File: src/rtl/addsub_30_pipe.sv
// addsub_30_pipe: pipelined two's-complement adder/subtractor.
// The carry chain is cut into SEG-bit segments with one register stage per
// segment. Each stage resolves its own segment, appends it to the partial
// sum from the stage below, and forwards only the operand bits that later
// stages still need (the operand MSBs always travel, since they feed the
// overflow flag). Operands and results use valid/ready handshakes, and a
// combinational ready chain gives full throughput with no bubbles.
module addsub_30_pipe #(
  parameter int WIDTH = 30,
  parameter int SEG   = 10
) (
  input  logic             clk,
  input  logic             rst,
  input  logic [WIDTH-1:0] A,
  input  logic [WIDTH-1:0] B,
  input  logic             sub,
  input  logic             in_valid,
  output logic             in_ready,
  output logic [WIDTH-1:0] C,
  output logic             cout,
  output logic             borrow,
  output logic             ovf,
  output logic             out_valid,
  input  logic             out_ready
);

  localparam int NS = WIDTH / SEG;

  for (genvar gi = 0; gi < NS; gi++) begin : g_stage
    // Lowest bit resolved by this stage.
    localparam int LO   = gi * SEG;
    // Lowest operand bit still needed downstream. The last stage keeps only
    // the MSBs, which it needs for the overflow flag.
    localparam int KEEP = (gi == NS - 1) ? (WIDTH - 1) : ((gi + 1) * SEG);

    // Stage registers.
    logic                  v_reg;
    logic [WIDTH-1:KEEP]   a_reg;
    logic [WIDTH-1:KEEP]   b_reg;
    logic [LO+SEG-1:0]     sum_reg;
    logic                  carry_reg;
    logic                  sub_reg;

    // Values presented to this stage by the one below (or by the input port).
    logic                  v_in;
    logic [WIDTH-1:LO]     a_in;
    logic [WIDTH-1:LO]     b_in;
    logic                  carry_in;
    logic                  sub_in;
    logic [SEG:0]          seg_sum;
    logic [LO+SEG-1:0]     sum_next;
    logic                  ready;

    if (gi == 0) begin : g_head
      // The first stage inverts B for subtraction and injects sub as carry-in,
      // so A - B becomes A + ~B + 1.
      assign v_in     = in_valid;
      assign a_in     = A;
      assign b_in     = sub ? ~B : B;
      assign carry_in = sub;
      assign sub_in   = sub;
      assign sum_next = seg_sum[SEG-1:0];
    end else begin : g_body
      // Later stages consume the registered carry and the operand bits that
      // the previous stage carried forward.
      assign v_in     = g_stage[gi-1].v_reg;
      assign a_in     = g_stage[gi-1].a_reg;
      assign b_in     = g_stage[gi-1].b_reg;
      assign carry_in = g_stage[gi-1].carry_reg;
      assign sub_in   = g_stage[gi-1].sub_reg;
      assign sum_next = {seg_sum[SEG-1:0], g_stage[gi-1].sum_reg};
    end

    if (gi == NS - 1) begin : g_tail
      // The output stage can move whenever it is empty or being drained.
      assign ready = !v_reg || out_ready;
    end else begin : g_mid
      // A stage can move whenever it is empty or the stage above can move.
      assign ready = !v_reg || g_stage[gi+1].ready;
    end

    // SEG-bit segment add with the carry from the segment below.
    always_comb begin
      seg_sum = {1'b0, a_in[LO +: SEG]} + {1'b0, b_in[LO +: SEG]}
              + {{SEG{1'b0}}, carry_in};
    end

    // Stage register: advances when ready; data loads only for valid
    // transactions so the output stage never shows stale operands.
    always_ff @(posedge clk) begin
      if (rst) begin
        v_reg <= 1'b0;
        if (gi == NS - 1) begin
          a_reg     <= '0;
          b_reg     <= '0;
          sum_reg   <= '0;
          carry_reg <= 1'b0;
          sub_reg   <= 1'b0;
        end
      end else if (ready) begin
        v_reg <= v_in;
        if (v_in) begin
          a_reg     <= a_in[WIDTH-1:KEEP];
          b_reg     <= b_in[WIDTH-1:KEEP];
          sum_reg   <= sum_next;
          carry_reg <= seg_sum[SEG];
          sub_reg   <= sub_in;
        end
      end
    end
  end

  // Nothing is accepted while reset is held.
  assign in_ready  = !rst && g_stage[0].ready;

  assign out_valid = g_stage[NS-1].v_reg;
  assign C         = g_stage[NS-1].sum_reg;
  assign cout      = g_stage[NS-1].carry_reg;
  // For subtraction a missing carry-out means the unsigned result borrowed.
  assign borrow    = g_stage[NS-1].sub_reg && !g_stage[NS-1].carry_reg;
  // Overflow: both addends share a sign and the result's sign differs.
  assign ovf       = (g_stage[NS-1].a_reg[WIDTH-1] == g_stage[NS-1].b_reg[WIDTH-1])
                  && (C[WIDTH-1] != g_stage[NS-1].a_reg[WIDTH-1]);

endmodule
File: config.mk
export PLATFORM = sky130hd
export DESIGN_NAME = addsub_30_pipe
export DESIGN_NICKNAME = d
export VERILOG_FILES = /design/src/rtl/addsub_30_pipe.sv
export SDC_FILE = /design/constraint.sdc
export NUM_CORES = 1
export LEC_CHECK = 0
export ABC_AREA = 1
export CORE_MARGIN = 2
export CORE_UTILIZATION = 25
export CTS_CLUSTER_DIAMETER = 30
export DETAILED_ROUTE_END_ITERATION = 16
export PLACE_DENSITY = 0.53
export SETUP_SLACK_MARGIN = 0.4
export SLEW_MARGIN = 20
export SYNTH_ARGS = -nofsm -noshare
export SYNTH_HDL_FRONTEND = slang
export SYNTH_SLANG_ARGS = --single-unit
File: constraint.sdc
create_clock -name clk -period 3.6 [get_ports clk]
set_clock_uncertainty 0.2 [all_clocks]
set_input_delay 0.72 -clock clk [delete_from_list [all_inputs] [get_ports clk]]
set_output_delay 0.72 -clock clk [all_outputs]
set_load 0.005 [all_outputs]
==> results.py, run 1 <==
metrics = {
    "setup_path": {
        "max_stage_delay_ps": 550,
        "crit_fanout": 4,
        "rr_endpoint": "g_stage[1].sum_reg[18]",
        "critPathLaunch": "out_ready",
        "start_kind": "primary input",
        "regToRegSetupSlack_ps": 1510,
        "critical_path_class": "in -> out",
        "critPathSlowestCell": "clkdlybuf4s50_1",
        "cp_top_family": "buffers and inverters",
        "crit_end": "in_ready",
        "arrival_ps": 2120,
        "cp_cell_sequence": "clkdlybuf4s50_1, inv_1, nand2_2, nor2_1, nand2_1, nand2_1, inv_2, clkdlybuf4s50_1",
        "r2r-start": "g_stage[0].a_reg[10]",
        "crit_buf_inv": 4,
        "ff2ff_path_depth": 7,
        "endpoint_kind": "output port",
        "cp_num_cells": 8,
        "required_ps": 2680,
    },
    "run": {
        "max_cap_violations": 0,
    },
    "sta": {
        "final-setup-viol-count": 0,
        "rsz0062_at_grt": "no",
        "fmax_mhz": 329,
        "finalHoldViolCount": 0,
        "worstMarginPinSlew_ps": 729,
        "post-route-min-period_ps": 3040,
        "setup_tns_ps": 0,
        "slew_headroom": 0.513,
        "timing.final.crit_share": 0.846,
        "maxSlewViolCount": 0,
    },
    "synthesis": {
        "synth_ff_type": "edfxtp_1",
        "syn_inst": 542,
        "synthDistinctLibCells": 30,
        "synth.area.top_cells": "edfxtp_1 48%, dfxtp_1 13%, xor2_1 6.2%",
        "yosysWarnings": 0,
        "ys_ff_latch": 131,
        "syn-num-nets": 640,
        "yosysSeqAreaShare": 0.605,
        "synth-edff-count": 94,
        "yosys.area.top_type_share": 0.479,
        "postSynthAreaPerCell_um2": 10.9,
        "synth-async-reset-ratio": 0,
        "syn-cell-area_um2": 5890,
        "synth_largest_area_cell": "edfxtp_1",
    },
    "layout": {
        "final_common_cell": "clkdlybuf4s50_1",
        "antenna_cells": 0,
        "fill_cells": 2423,
        "fin_nets": 750,
        "syn2layout_area_growth_pct": 33.2,
        "final_cell_mix": "98 x clkdlybuf4s50_1, 94 x edfxtp_1, 82 x nor2_1, 74 x nand2_1, 42 x xor2_1",
        "drive_above_1_share": 0.0737,
        "final_core_util": 0.336,
    },
    "pwr": {
        "ir_drop_mv": 0.292,
        "switching_power_uw": 905,
        "p_leak_uw": 0.00308,
        "power_frac_comb": 0.128,
        "power_frac_clock": 0.424,
        "internal_power_uw": 3060,
        "swShare": 0.228,
        "p_seq_frac": 0.448,
        "power.density_nw_per_um2": 504,
    },
    "place": {
        "gp_congestion": 0.841,
        "place_hpwl_um": 8930,
        "io_buffers": 99,
    },
    "global_routing": {
        "grt_remaining_overflow": 0,
        "grt_max_degree": 40,
        "grt_pass1_wl_um": 19700,
        "antenna_found_initial": 0,
        "grt_pass1_vias": 3981,
        "gr-usage-all-layers": 0.106,
    },
    "cts": {
        "cts_htree_levels": 4,
        "cts_buffers": 17,
        "insertion_delay_ps": 410,
        "cts_tree": "done",
        "clk_pin_slew_worst_paths_ps": 60,
        "postCtsHoldBufs": 0,
        "post_cts_buffers": 0,
        "post_cts_resized": 0,
        "cts_num_sinks": 131,
        "cts-root-buf": "clkbuf_16",
        "ctsLongestPathBuffers": 2,
    },
    "floorplanning": {
        "num_rows": 56,
        "core_um2": 23300,
        "die-area_um2": 24800,
        "dieWidth_um": 158,
        "die_height_um": 158,
        "pin_count": 100,
        "start_util": 0.253,
    },
    "drt": {
        "avgRoutedWirePerCell_um": 12.4,
        "drtIter0Drc": 180,
        "viasPerCell": 4.06,
        "detail-route-antenna-nets": 0,
        "wl_um": 12200,
        "drcViolationCount": 0,
        "dr_total_vias": 3993,
        "dr.pass1.iters": 4,
    },
    "worst_hold_path": {
        "min_path_type": "reg -> reg",
    },
    "outcome": {
        "outcome": "finished, final reports clean",
    },
}
cell type report:
cell class / count / area, µm² / share of cell area
Clock inverter: 9 / 100 / 0.0127
Timing Repair Buffer: 105 / 1060 / 0.135
Clock buffer: 23 / 478 / 0.0609
Inverter: 49 / 184 / 0.0234
Multi-Input combinational cell: 348 / 2070 / 0.264
Tap cell: 319 / 399 / 0.0508
Sequential cell: 131 / 3560 / 0.454
synth_stat cells, types with 5 or more instances:
master	n
fa_1	5
nor2_1	82
o21ai_0	23
inv_2	5
nand3_1	23
xnor2_1	5
inv_1	41
nand2_1	74
dfxtp_1	37
ha_1	28
xor2_1	42
edfxtp_1	94
a21oi_1	31
buf_2	6
o21ai_1	9
per-stage QoR:
stage	hold WS, ps	setup WS, ps	total power [µW]	cells	instance area, µm²
6_report	211	556	3960	984	7850
5_1_grt	218	471	4170	984	7850
4_1_cts	210	523	4030	984	7850
3_5_place_dp	205	539	2320	952	7270
3_3_place_gp	202	531	2320	952	7270
2_1_floorplan	200	734	2110	542	5890
cell families (layout without fill, tap and decap cells):
kind of cell,Yosys count,after routing,share of synthesized area
DFF,131,131,0.605
buffers and inverters,63,186,0.0439
xor gates and xnor gates,47,47,0.0699
and+or+nand+nor,189,189,0.130
adders and majority gates,33,33,0.0764
AOI/OAI and AO/OA,79,79,0.0749
worst min-delay path by stage:
stage,end,slack (ps),startpoint,cells past startpoint
detailed placement,g_stage[1].sum_reg[0],200,g_stage[0].sum_reg[0],0
global placement,g_stage[1].b_reg[29],200,g_stage[0].b_reg[29],0
finish,g_stage[1].sum_reg[0],210,g_stage[0].sum_reg[0],0
global route,g_stage[1].sum_reg[9],220,g_stage[0].sum_reg[9],0
CTS,g_stage[1].sum_reg[9],210,g_stage[0].sum_reg[9],0
floorplan,g_stage[1].a_reg[20],200,g_stage[0].a_reg[20],0
routing by layer:
metal / wire [µm] / vias to the layer above / track usage
li1: - / 2050 / -
met1: 5140 / 1841 / 0.120
met2: 6130 / 85 / 0.181
met3: 645 / 17 / 0.0394
met4: 231 / 0 / 0.0411
met5: 0 / - / 0
worst register-to-register path, cell delays in order, from the launching register on:
cell and delay [ps]:
edfxtp_1 390, fa_1 500, inv_1 90, fa_1 260, o21ai_2 110, nand3_1 80, nand2_1 60, xor2_1 140
power by group through the flow:
| stage | Clock, µW | Sequential (µW) | Combinational, µW |
|---|---|---|---|
| final | 1680 | 1770 | 507 |
| after global routing | 1810 | 1780 | 579 |
| after CTS | 1740 | 1780 | 517 |
| after detailed placement | 0 | 1810 | 516 |
| after global placement | 0 | 1800 | 513 |
| after floorplan | 0 | 1800 | 309 |
Power figures use the tool's default switching activity.
==> inputs of run 2 (changes only) <==
--- a/config.mk
+++ b/config.mk
@@ -10,7 +10,7 @@
 export CORE_UTILIZATION = 25
 export CTS_CLUSTER_DIAMETER = 30
 export DETAILED_ROUTE_END_ITERATION = 16
-export PLACE_DENSITY = 0.53
+export PLACE_DENSITY = 0.54
 export SETUP_SLACK_MARGIN = 0.4
 export SLEW_MARGIN = 20
 export SYNTH_ARGS = -nofsm -noshare
==> constraint.sdc (replaced) <==
create_clock -name clk -period 2.6 [get_ports clk]
set_clock_uncertainty 0.2 [all_clocks]
set_input_delay 0.52 -clock clk [delete_from_list [all_inputs] [get_ports clk]]
set_output_delay 0.52 -clock clk [all_outputs]
set_load 0.005 [all_outputs]
==> run 2 against run 1 <==
Compared with the run above: flip-flop and latch count is the same; critical path depth shrank 3; final area grew 2.0%; die area unchanged; largest cell class unchanged.
==> results.py, run 2 (same netlist as run 1, synthesis figures left out) <==
metrics = {
    "setup_path": {
        "critPathSlowestCell": "clkdlybuf4s50_1",
        "start_kind": "primary input",
        "cp_cell_sequence": "clkdlybuf4s50_1, inv_2, nand2_2, inv_2, dlygate4sd2_1",
        "max_stage_delay_ps": 490,
        "endpoint_kind": "output port",
        "ff2ff_path_depth": 7,
        "cp_common_cell": "inv_2",
        "critPathLaunch": "rst",
        "crit_end": "in_ready",
        "crit_fanout": 3,
        "rr_endpoint": "g_stage[1].sum_reg[18]",
        "required_ps": 1880,
        "arrival_ps": 1410,
        "regToRegSetupSlack_ps": 550,
        "r2r-start": "g_stage[0].a_reg[10]",
        "critical_path_class": "in -> out",
    },
    "sta": {
        "rsz0062_at_grt": "no",
        "finalHoldViolCount": 0,
        "final-setup-viol-count": 0,
        "setup_ws_ps": 468,
        "fmax_mhz": 469,
        "timing.final.crit_share": 0.820,
        "slew_headroom": 0.756,
        "worstMarginPinSlew_ps": 366,
        "maxSlewViolCount": 0,
        "post-route-min-period_ps": 2130,
    },
    "drt": {
        "top_layer": "met4",
        "wl_um": 12000,
        "avgRoutedWirePerCell_um": 12.0,
        "wl_met3_um": 578,
        "dr.pass1.iters": 4,
        "drcViolationCount": 0,
        "dr_total_vias": 3981,
        "viasPerCell": 4.00,
        "wl_met1_um": 5180,
        "wl_met2_um": 5940,
        "detail-route-antenna-nets": 0,
        "drtIter0Drc": 124,
    },
    "floorplanning": {
        "pin_count": 100,
        "dieWidth_um": 158,
        "die_height_um": 158,
        "die-area_um2": 24800,
        "core_um2": 23300,
        "start_util": 0.253,
        "num_rows": 56,
    },
    "layout": {
        "seqCellArea_um2": 3560,
        "antenna_cells": 0,
        "fin_nets": 761,
        "drive_above_1_share": 0.111,
        "syn2layout_area_growth_pct": 35.9,
        "multi_input_area_um2": 2120,
        "final_core_util": 0.343,
        "final_cell_mix": "95 x clkdlybuf4s50_1, 94 x edfxtp_1, 81 x nor2_1, 70 x nand2_1, 42 x xor2_1",
        "final_common_cell": "clkdlybuf4s50_1",
        "fill_cells": 2367,
    },
    "cts": {
        "cts_htree_levels": 4,
        "insertion_delay_ps": 410,
        "ctsLongestPathBuffers": 2,
        "cts_num_sinks": 131,
        "clk_pin_slew_worst_paths_ps": 60,
        "cts-root-buf": "clkbuf_16",
        "postCtsHoldBufs": 0,
        "cts_buffers": 17,
        "cts_tree": "done",
    },
    "outcome": {
        "outcome": "finished, final reports clean",
    },
    "pwr": {
        "power_frac_comb": 0.136,
        "switching_power_uw": 1330,
        "ir_drop_mv": 0.361,
        "power.density_nw_per_um2": 676,
        "p_leak_uw": 0.00312,
        "power_frac_clock": 0.411,
        "internal_power_uw": 4080,
        "p_seq_frac": 0.454,
        "swShare": 0.246,
    },
    "place": {
        "gp_congestion": 0.863,
        "io_buffers": 99,
        "dp_slack_ps": -50.5,
        "place_hpwl_um": 8810,
    },
    "global_routing": {
        "grt_pass1_vias": 3863,
        "grt_max_degree": 53,
        "antenna_found_initial": 0,
        "grt_remaining_overflow": 0,
        "grt_pass1_wl_um": 19200,
        "gr-usage-all-layers": 0.103,
    },
    "worst_hold_path": {
        "min_path_type": "reg -> reg",
        "worstHoldStart": "g_stage[0].sum_reg[9]",
    },
    "run": {
        "max_cap_violations": 0,
    },
}
[run 2: layout make-up]
cell class / instances / share of cell area
clock buffers: 17 / 0.0531
clock inverters: 15 / 0.0169
inverters: 49 / 0.0259
multi-input cells: 348 / 0.265
flip-flops and latches: 131 / 0.445
well taps: 319 / 0.0498
repair buffers: 116 / 0.144
[run 2: power groups by stage]
stage               Combinational, µW  Sequential, µW  Clock (µW)
floorplan                         446            2490           0
global placement                  736            2500           0
detailed placement                739            2500           0
CTS                               740            2460        2300
global route                      832            2470        2390
finish                            734            2460        2220
[run 2: per-stage QoR]
stage          cell area (µm²)  hold WS (ps)  setup TNS, ps  cells  total power, µW
3_5_place_dp              7430           205          -50.5    960             3240
5_1_grt                   8010           221              0    995             5690
4_1_cts                   7990           212              0    993             5500
2_1_floorplan             6000           200              0    542             2940
6_report                  8010           210              0    995             5410
3_3_place_gp              7430           203          -43.6    960             3240
[run 2: what timing repair did]
action	CTS	global route
pin swaps	1	3
setup buffers	1	2
cloned	0	0
resized for setup	3	5
endpoints found under the setup margin	2	5
[run 2: worst max-delay path: cells and delay by family]
kind | cells | cell delay [ps]
simple gates | 1 | 60
buf+inv | 4 | 830
[run 2: worst min path at each step]
| stage | to | slack [ps] | cells past startpoint |
|---|---|---|---|
| after floorplan | g_stage[1].a_reg[20] | 200 | 0 |
| after global placement | g_stage[1].sum_reg[4] | 200 | 0 |
| after detailed placement | g_stage[1].b_reg[20] | 200 | 0 |
| after CTS | g_stage[1].sum_reg[9] | 210 | 0 |
| after global routing | g_stage[1].sum_reg[4] | 220 | 0 |
| final | g_stage[1].sum_reg[9] | 210 | 0 |
[run 2: per-layer routing]
metal  track usage  vias to the layer above
li1              -                     2080
met1         0.121                     1813
met2         0.172                       74
met3        0.0286                       14
met4        0.0498                        0
met5             0                        -
